`src/rtl/mc_pkg.sv`:
```
// Shared types and encodings for the multi-cycle MIPS main control FSM.
// Holds the state enum, opcode constants, mux-select encodings and the control bundle.
package mc_pkg;

  localparam int unsigned STATE_W = 4;
  localparam int unsigned OP_W    = 6;

  typedef enum logic [STATE_W-1:0] {
    S_IDLE   = 4'd0,
    S_FETCH  = 4'd1,
    S_DECODE = 4'd2,
    S_MEMADR = 4'd3,
    S_MEMRD  = 4'd4,
    S_MEMWB  = 4'd5,
    S_MEMWR  = 4'd6,
    S_EXEC   = 4'd7,
    S_ALUWB  = 4'd8,
    S_BRANCH = 4'd9,
    S_JUMP   = 4'd10,
    S_ADDIEX = 4'd11,
    S_ADDIWB = 4'd12
  } state_t;

  localparam logic [OP_W-1:0] OP_RTYPE = 6'b000000;
  localparam logic [OP_W-1:0] OP_J     = 6'b000010;
  localparam logic [OP_W-1:0] OP_BEQ   = 6'b000100;
  localparam logic [OP_W-1:0] OP_BNE   = 6'b000101;
  localparam logic [OP_W-1:0] OP_ADDI  = 6'b001000;
  localparam logic [OP_W-1:0] OP_LW    = 6'b100011;
  localparam logic [OP_W-1:0] OP_SW    = 6'b101011;

  localparam logic [1:0] ALU_ADD   = 2'b00;
  localparam logic [1:0] ALU_SUB   = 2'b01;
  localparam logic [1:0] ALU_FUNCT = 2'b10;

  localparam logic [1:0] SRCB_B       = 2'b00;
  localparam logic [1:0] SRCB_FOUR    = 2'b01;
  localparam logic [1:0] SRCB_IMM     = 2'b10;
  localparam logic [1:0] SRCB_IMM_SH2 = 2'b11;

  localparam logic [1:0] PCSRC_ALU    = 2'b00;
  localparam logic [1:0] PCSRC_ALUOUT = 2'b01;
  localparam logic [1:0] PCSRC_JUMP   = 2'b10;

  // Complete set of datapath controls driven each cycle.
  typedef struct packed {
    logic       pc_write;
    logic       branch_eq;
    logic       branch_ne;
    logic [1:0] pc_source;
    logic       iord;
    logic       mem_read;
    logic       mem_write;
    logic       ir_write;
    logic       reg_dst;
    logic       mem_to_reg;
    logic       reg_write;
    logic       alu_src_a;
    logic [1:0] alu_src_b;
    logic [1:0] alu_op;
    logic       illegal_op;
  } ctrl_t;

  function automatic logic is_legal(input logic [OP_W-1:0] op);
    return (op == OP_RTYPE) || (op == OP_J)    || (op == OP_BEQ) ||
           (op == OP_BNE)   || (op == OP_ADDI) || (op == OP_LW)  ||
           (op == OP_SW);
  endfunction

endpackage

```
`src/rtl/mc_out_decode.sv`:
```
// Combinational control decode: current state (plus opcode and mem_ready) to datapath controls.
// FETCH is the only state whose outputs depend on mem_ready.
module mc_out_decode
  import mc_pkg::*;
(
  input  state_t          state,
  input  logic [OP_W-1:0] opcode,
  input  logic            mem_ready,
  output ctrl_t           ctrl_c
);

  always_comb begin
    ctrl_c = '0;
    unique case (state)
      S_FETCH: begin
        ctrl_c.mem_read  = 1'b1;
        ctrl_c.alu_src_b = SRCB_FOUR;
        ctrl_c.ir_write  = mem_ready;
        ctrl_c.pc_write  = mem_ready;
      end
      S_DECODE: begin
        ctrl_c.alu_src_b  = SRCB_IMM_SH2;
        ctrl_c.illegal_op = ~is_legal(opcode);
      end
      S_MEMADR: begin
        ctrl_c.alu_src_a = 1'b1;
        ctrl_c.alu_src_b = SRCB_IMM;
      end
      S_MEMRD: begin
        ctrl_c.iord     = 1'b1;
        ctrl_c.mem_read = 1'b1;
      end
      S_MEMWB: begin
        ctrl_c.mem_to_reg = 1'b1;
        ctrl_c.reg_write  = 1'b1;
      end
      S_MEMWR: begin
        ctrl_c.iord      = 1'b1;
        ctrl_c.mem_write = 1'b1;
      end
      S_EXEC: begin
        ctrl_c.alu_src_a = 1'b1;
        ctrl_c.alu_op    = ALU_FUNCT;
      end
      S_ALUWB: begin
        ctrl_c.reg_dst   = 1'b1;
        ctrl_c.reg_write = 1'b1;
      end
      // Opcode bit 0 separates bne from beq.
      S_BRANCH: begin
        ctrl_c.alu_src_a = 1'b1;
        ctrl_c.alu_op    = ALU_SUB;
        ctrl_c.pc_source = PCSRC_ALUOUT;
        ctrl_c.branch_eq = ~opcode[0];
        ctrl_c.branch_ne = opcode[0];
      end
      S_JUMP: begin
        ctrl_c.pc_write  = 1'b1;
        ctrl_c.pc_source = PCSRC_JUMP;
      end
      S_ADDIEX: begin
        ctrl_c.alu_src_a = 1'b1;
        ctrl_c.alu_src_b = SRCB_IMM;
      end
      S_ADDIWB: begin
        ctrl_c.reg_write = 1'b1;
      end
      default: ;
    endcase
  end

endmodule

```
`src/rtl/multicycle_ctrl.sv`:
```
// Main control FSM of the multi-cycle MIPS core: state register, next-state logic
// and retired-instruction counter; output decode lives in mc_out_decode.
module multicycle_ctrl
  import mc_pkg::*;
#(
  parameter int unsigned CNT_W = 32
) (
  input  logic             clk,
  input  logic             rst_n,
  input  logic [5:0]       opcode,
  input  logic             mem_ready,
  output logic             pc_write,
  output logic             branch_eq,
  output logic             branch_ne,
  output logic [1:0]       pc_source,
  output logic             iord,
  output logic             mem_read,
  output logic             mem_write,
  output logic             ir_write,
  output logic             reg_dst,
  output logic             mem_to_reg,
  output logic             reg_write,
  output logic             alu_src_a,
  output logic [1:0]       alu_src_b,
  output logic [1:0]       alu_op,
  output logic             illegal_op,
  output logic [3:0]       state,
  output logic [CNT_W-1:0] instr_count
);

  state_t            state_q;
  state_t            state_d;
  logic              retire_c;
  logic [CNT_W-1:0]  cnt_q;
  ctrl_t             ctrl_c;

  // State register; reset aborts any in-flight instruction.
  always_ff @(posedge clk or negedge rst_n) begin
    if (!rst_n) begin
      state_q <= S_IDLE;
    end else begin
      state_q <= state_d;
    end
  end

  // Next-state and retire detection.
  always_comb begin
    state_d  = state_q;
    retire_c = 1'b0;
    unique case (state_q)
      S_IDLE:  state_d = S_FETCH;
      S_FETCH: begin
        if (mem_ready) state_d = S_DECODE;
      end
      S_DECODE: begin
        unique case (opcode)
          OP_LW, OP_SW:   state_d = S_MEMADR;
          OP_RTYPE:       state_d = S_EXEC;
          OP_BEQ, OP_BNE: state_d = S_BRANCH;
          OP_J:           state_d = S_JUMP;
          OP_ADDI:        state_d = S_ADDIEX;
          default:        state_d = S_FETCH;
        endcase
      end
      S_MEMADR: state_d = (opcode == OP_LW) ? S_MEMRD : S_MEMWR;
      S_MEMRD: begin
        if (mem_ready) state_d = S_MEMWB;
      end
      S_MEMWB: begin
        state_d  = S_FETCH;
        retire_c = 1'b1;
      end
      S_MEMWR: begin
        if (mem_ready) begin
          state_d  = S_FETCH;
          retire_c = 1'b1;
        end
      end
      S_EXEC:   state_d = S_ALUWB;
      S_ALUWB: begin
        state_d  = S_FETCH;
        retire_c = 1'b1;
      end
      S_BRANCH: begin
        state_d  = S_FETCH;
        retire_c = 1'b1;
      end
      S_JUMP: begin
        state_d  = S_FETCH;
        retire_c = 1'b1;
      end
      S_ADDIEX: state_d = S_ADDIWB;
      S_ADDIWB: begin
        state_d  = S_FETCH;
        retire_c = 1'b1;
      end
      default:  state_d = S_IDLE;
    endcase
  end

  // Retired-instruction counter, wraps naturally at its width.
  always_ff @(posedge clk or negedge rst_n) begin
    if (!rst_n) begin
      cnt_q <= '0;
    end else if (retire_c) begin
      cnt_q <= cnt_q + CNT_W'(1);
    end
  end

  mc_out_decode u_out_decode (
    .state     (state_q),
    .opcode    (opcode),
    .mem_ready (mem_ready),
    .ctrl_c    (ctrl_c)
  );

  assign pc_write    = ctrl_c.pc_write;
  assign branch_eq   = ctrl_c.branch_eq;
  assign branch_ne   = ctrl_c.branch_ne;
  assign pc_source   = ctrl_c.pc_source;
  assign iord        = ctrl_c.iord;
  assign mem_read    = ctrl_c.mem_read;
  assign mem_write   = ctrl_c.mem_write;
  assign ir_write    = ctrl_c.ir_write;
  assign reg_dst     = ctrl_c.reg_dst;
  assign mem_to_reg  = ctrl_c.mem_to_reg;
  assign reg_write   = ctrl_c.reg_write;
  assign alu_src_a   = ctrl_c.alu_src_a;
  assign alu_src_b   = ctrl_c.alu_src_b;
  assign alu_op      = ctrl_c.alu_op;
  assign illegal_op  = ctrl_c.illegal_op;
  assign state       = STATE_W'(state_q);
  assign instr_count = cnt_q;

endmodule

```
`config.mk`:
```
export PLATFORM = sky130hd
export DESIGN_NAME = multicycle_ctrl
export DESIGN_NICKNAME = d
export VERILOG_FILES = /design/src/rtl/mc_pkg.sv /design/src/rtl/mc_out_decode.sv /design/src/rtl/multicycle_ctrl.sv
export SDC_FILE = /design/constraint.sdc
export NUM_CORES = 1
export LEC_CHECK = 0
export BUFFER_PORTS_ARGS = -buffer_cell sky130_fd_sc_hd__buf_4
export CAP_MARGIN = 20
export CORE_MARGIN = 3
export CORE_UTILIZATION = 50
export CTS_CLUSTER_SIZE = 28
export DETAILED_ROUTE_END_ITERATION = 10
export PLACE_DENSITY_LB_ADDON = 0.08
export SYNTH_ARGS = -nofsm -noshare
export SYNTH_HDL_FRONTEND = slang
export SYNTH_SLANG_ARGS = --single-unit
```
`constraint.sdc`:
```
create_clock -name clk -period 2.23 [get_ports clk]
set_input_delay 0.223 -clock clk [delete_from_list [all_inputs] [get_ports clk]]
set_output_delay 0.223 -clock clk [all_outputs]
set_load 0.02 [all_outputs]
```
==> qor.csv <==
metric,value,unit
outcome,completed,
worstHoldStart,mem_ready,
cp.required,2400,ps
min_path_cells,4,
diodes,0,
syn_area,2050,sq um
report.final.slew_viol_count,0,
yosysTopAreaCellShare,0.440,
grt_pass1_vias,1615,
start_util,0.540,
dr.pass1.iters,4,
clk_pin_slew,70,ps
setup_slack,201,ps
avgSynthCellArea,10.3,sq um
crit_family,compound AO/OA/AOI/OAI gates,
worst_slew_pin_slew,794,ps
vdd_drop_max,0.722,mV
ys_ff_latch,36,
min_to,state[2],
wire_per_inst,14.6,microns
rows,22,
design.core.area,3800,sq um
post-route-drc-count,0,
cp.arrival,2200,ps
multi_input_area,1050,sq um
endpoint_kind,register,
r2r_slack,200,ps
path_buf_inv,0,
syn_inst,199,
yosys.area_share.simple,0.264,
grt_max_degree,37,
final_antenna_net_count,0,
io_buffer_count,62,
regArea,901,sq um
clk-insertion-delay-late,280,ps
final_common_cell,buf_4,
period_share,0.910,
cpPeakStageDelay,650,ps
crit_path_cell_trace,nand2b_4 > a21boi_2 > o31ai_4 > nand4_1 > xnor2_1,
via_per_inst,5.48,
dr_total_vias,1710,
ctsLongestPathBuffers,2,
slew_headroom,0.471,
synth_fp_nets,209,
synth_top_cell_by_area,dfrtp_1,
fin_nets,273,
setup_violations,0,
grtUsageTotal,0.194,
drtIter0Drc,159,
numCtsBuffers,5,
final.setup.tns,0,ps
routed_wl,4550,microns
timing.fmax,493,MHz
hp-class,primary input to register,
hold_viol,0,
antenna_found_initial,0,
final_cell_mix,"69 x buf_4, 36 x dfrtp_1, 31 x xnor2_1, 13 x nand3_1, 12 x nand2_1",
cts_tree,done,
power_density,941,nW/um^2
die_area,4900,sq um
grt_setup_unrepaired,no,
finalNonFillerCells,312,
synth_mux_area_frac,0.00549,
r2r_end,instr_count[31],
ff2ff_path_depth,5,
yosys_warnings,0,
async_reset_ff_frac,1.00,
critical_path_class,register to register,
htreeDepth,2,
drive_gt1_frac,0.348,
place_inst,303,
dp_slack,192,ps
cts_root_buf,clkbuf_8,
skew,2.36,ps
areaGrowthSynthToFinish,28.8,%
ys.flop_type,dfrtp_1,
dp_hpwl,3320,microns
synth_fa_ha_area_frac,0.0116,
synth_area_leaders,"dfrtp_1 44%, xnor2_1 13%, nand3_2 3.4%, nand3_1 3.2%, nand4_1 2.7%",
layout_min_cycle_time,2030,ps
cp_max_fo,15,
holdWs,337,ps
cp_slowest_cell,o31ai_4,
p_leak,1.20,nW
grt_pass1_wl,7780,microns
cts_sinks,36,
yosysSeqAreaShare,0.440,
drv_cap,0,
worstSetupStartpointType,register,
synth-compound-area-share,0.0885,
synth_xor_area_frac,0.141,
synth_top_family_by_area,simple AND/OR/NAND/NOR gates,
reg2reg_from,state[1],
die_w,70.0,microns
gp_congestion,0.798,
grt_remaining_overflow,0,
die_h,70.0,microns
ios,63,
fillerInstances,297,
synth_cell_types,45,
synth-edff-count,0,
cells by family after synthesis:
| logic type | after synthesis |
|---|---|
| mux | 1 |
| xor+xnor | 33 |
| flops | 36 |
| fa+ha+maj | 2 |
| compound gates | 22 |
| buf+inv | 16 |
| simple gates | 89 |
Yosys cell counts, types with 2 or more instances:
cell and number:
dfrtp_1 36, xnor2_1 31, nand3_1 13, nand2_1 12, nand4_1 9, nor2_1 9
and3_1 7, nand3_2 7, and4_1 5, clkbuf_1 5, nor3_1 5, nor4_1 5
and2_1 4, buf_4 4, nand2b_1 4, a21oi_1 3, inv_1 3, nor2b_1 3
o21ai_0 3, a211oi_1 2, a22oi_1 2, buf_6 2, o32ai_1 2, xor2_1 2
registers in the layout, indices dropped and copies added, names as in the netlist:
register,count
instr_count,32
state,4
routing by layer:
metal,wire length [microns],vias to the layer above,GRT usage
li1,-,848,-
met1,2210,811,0.284
met2,2070,46,0.290
met3,219,5,0.0388
met4,44,0,0.0596
met5,0,-,0
power by group:
part / internal (mW) / leakage, nW / switching, mW
combinational: 0.499 / 0.659 / 0.660
sequential: 0.736 / 0.486 / 0.124
clock: 0.246 / 0.0510 / 0.217
how the worst max path moves through the flow:
stage | slack (ps) | depth (start not counted) | startpoint | endpoint
after floorplan | 230 | 3 | state[3] | pc_write
after global placement | 260 | 5 | state[1] | instr_count[31]
after detailed placement | 190 | 5 | state[1] | instr_count[31]
after CTS | 160 | 5 | state[1] | instr_count[31]
after global routing | 20 | 5 | state[1] | instr_count[31]
final | 200 | 5 | state[1] | instr_count[31]
stage by stage:
stage               utilization  instance area (sq um)  power [mW]
global route              0.695                   2640        2.63
finish                    0.695                   2640        2.48
CTS                       0.695                   2640        2.50
floorplan                     -                   2050        1.61
detailed placement        0.668                   2540        2.03
global placement          0.668                   2540        2.02
what timing repair did:
item / 4_1_cts / 5_1_grt
buffers inserted: 0 / 0
hold buffers: 1 / 0
resized for setup: 0 / 0
hold endpoints to repair: 36 / 0
worst register-to-register path, stage by stage (launching register included):
cell      delay [ps]
dfrtp_1          480
nand2b_4         200
a21boi_2         200
o31ai_4          650
nand4_1          220
xnor2_1          170
layout make-up:
cell class	count	share of cell area
clock buffers	6	0.0313
clock inverters	2	0.00379
inverters	3	0.00427
multi-input cells	147	0.396
flip-flops and latches	36	0.341
well taps	48	0.0228
repair buffers	70	0.200
Note: power is estimated with default switching activity, not from simulation.
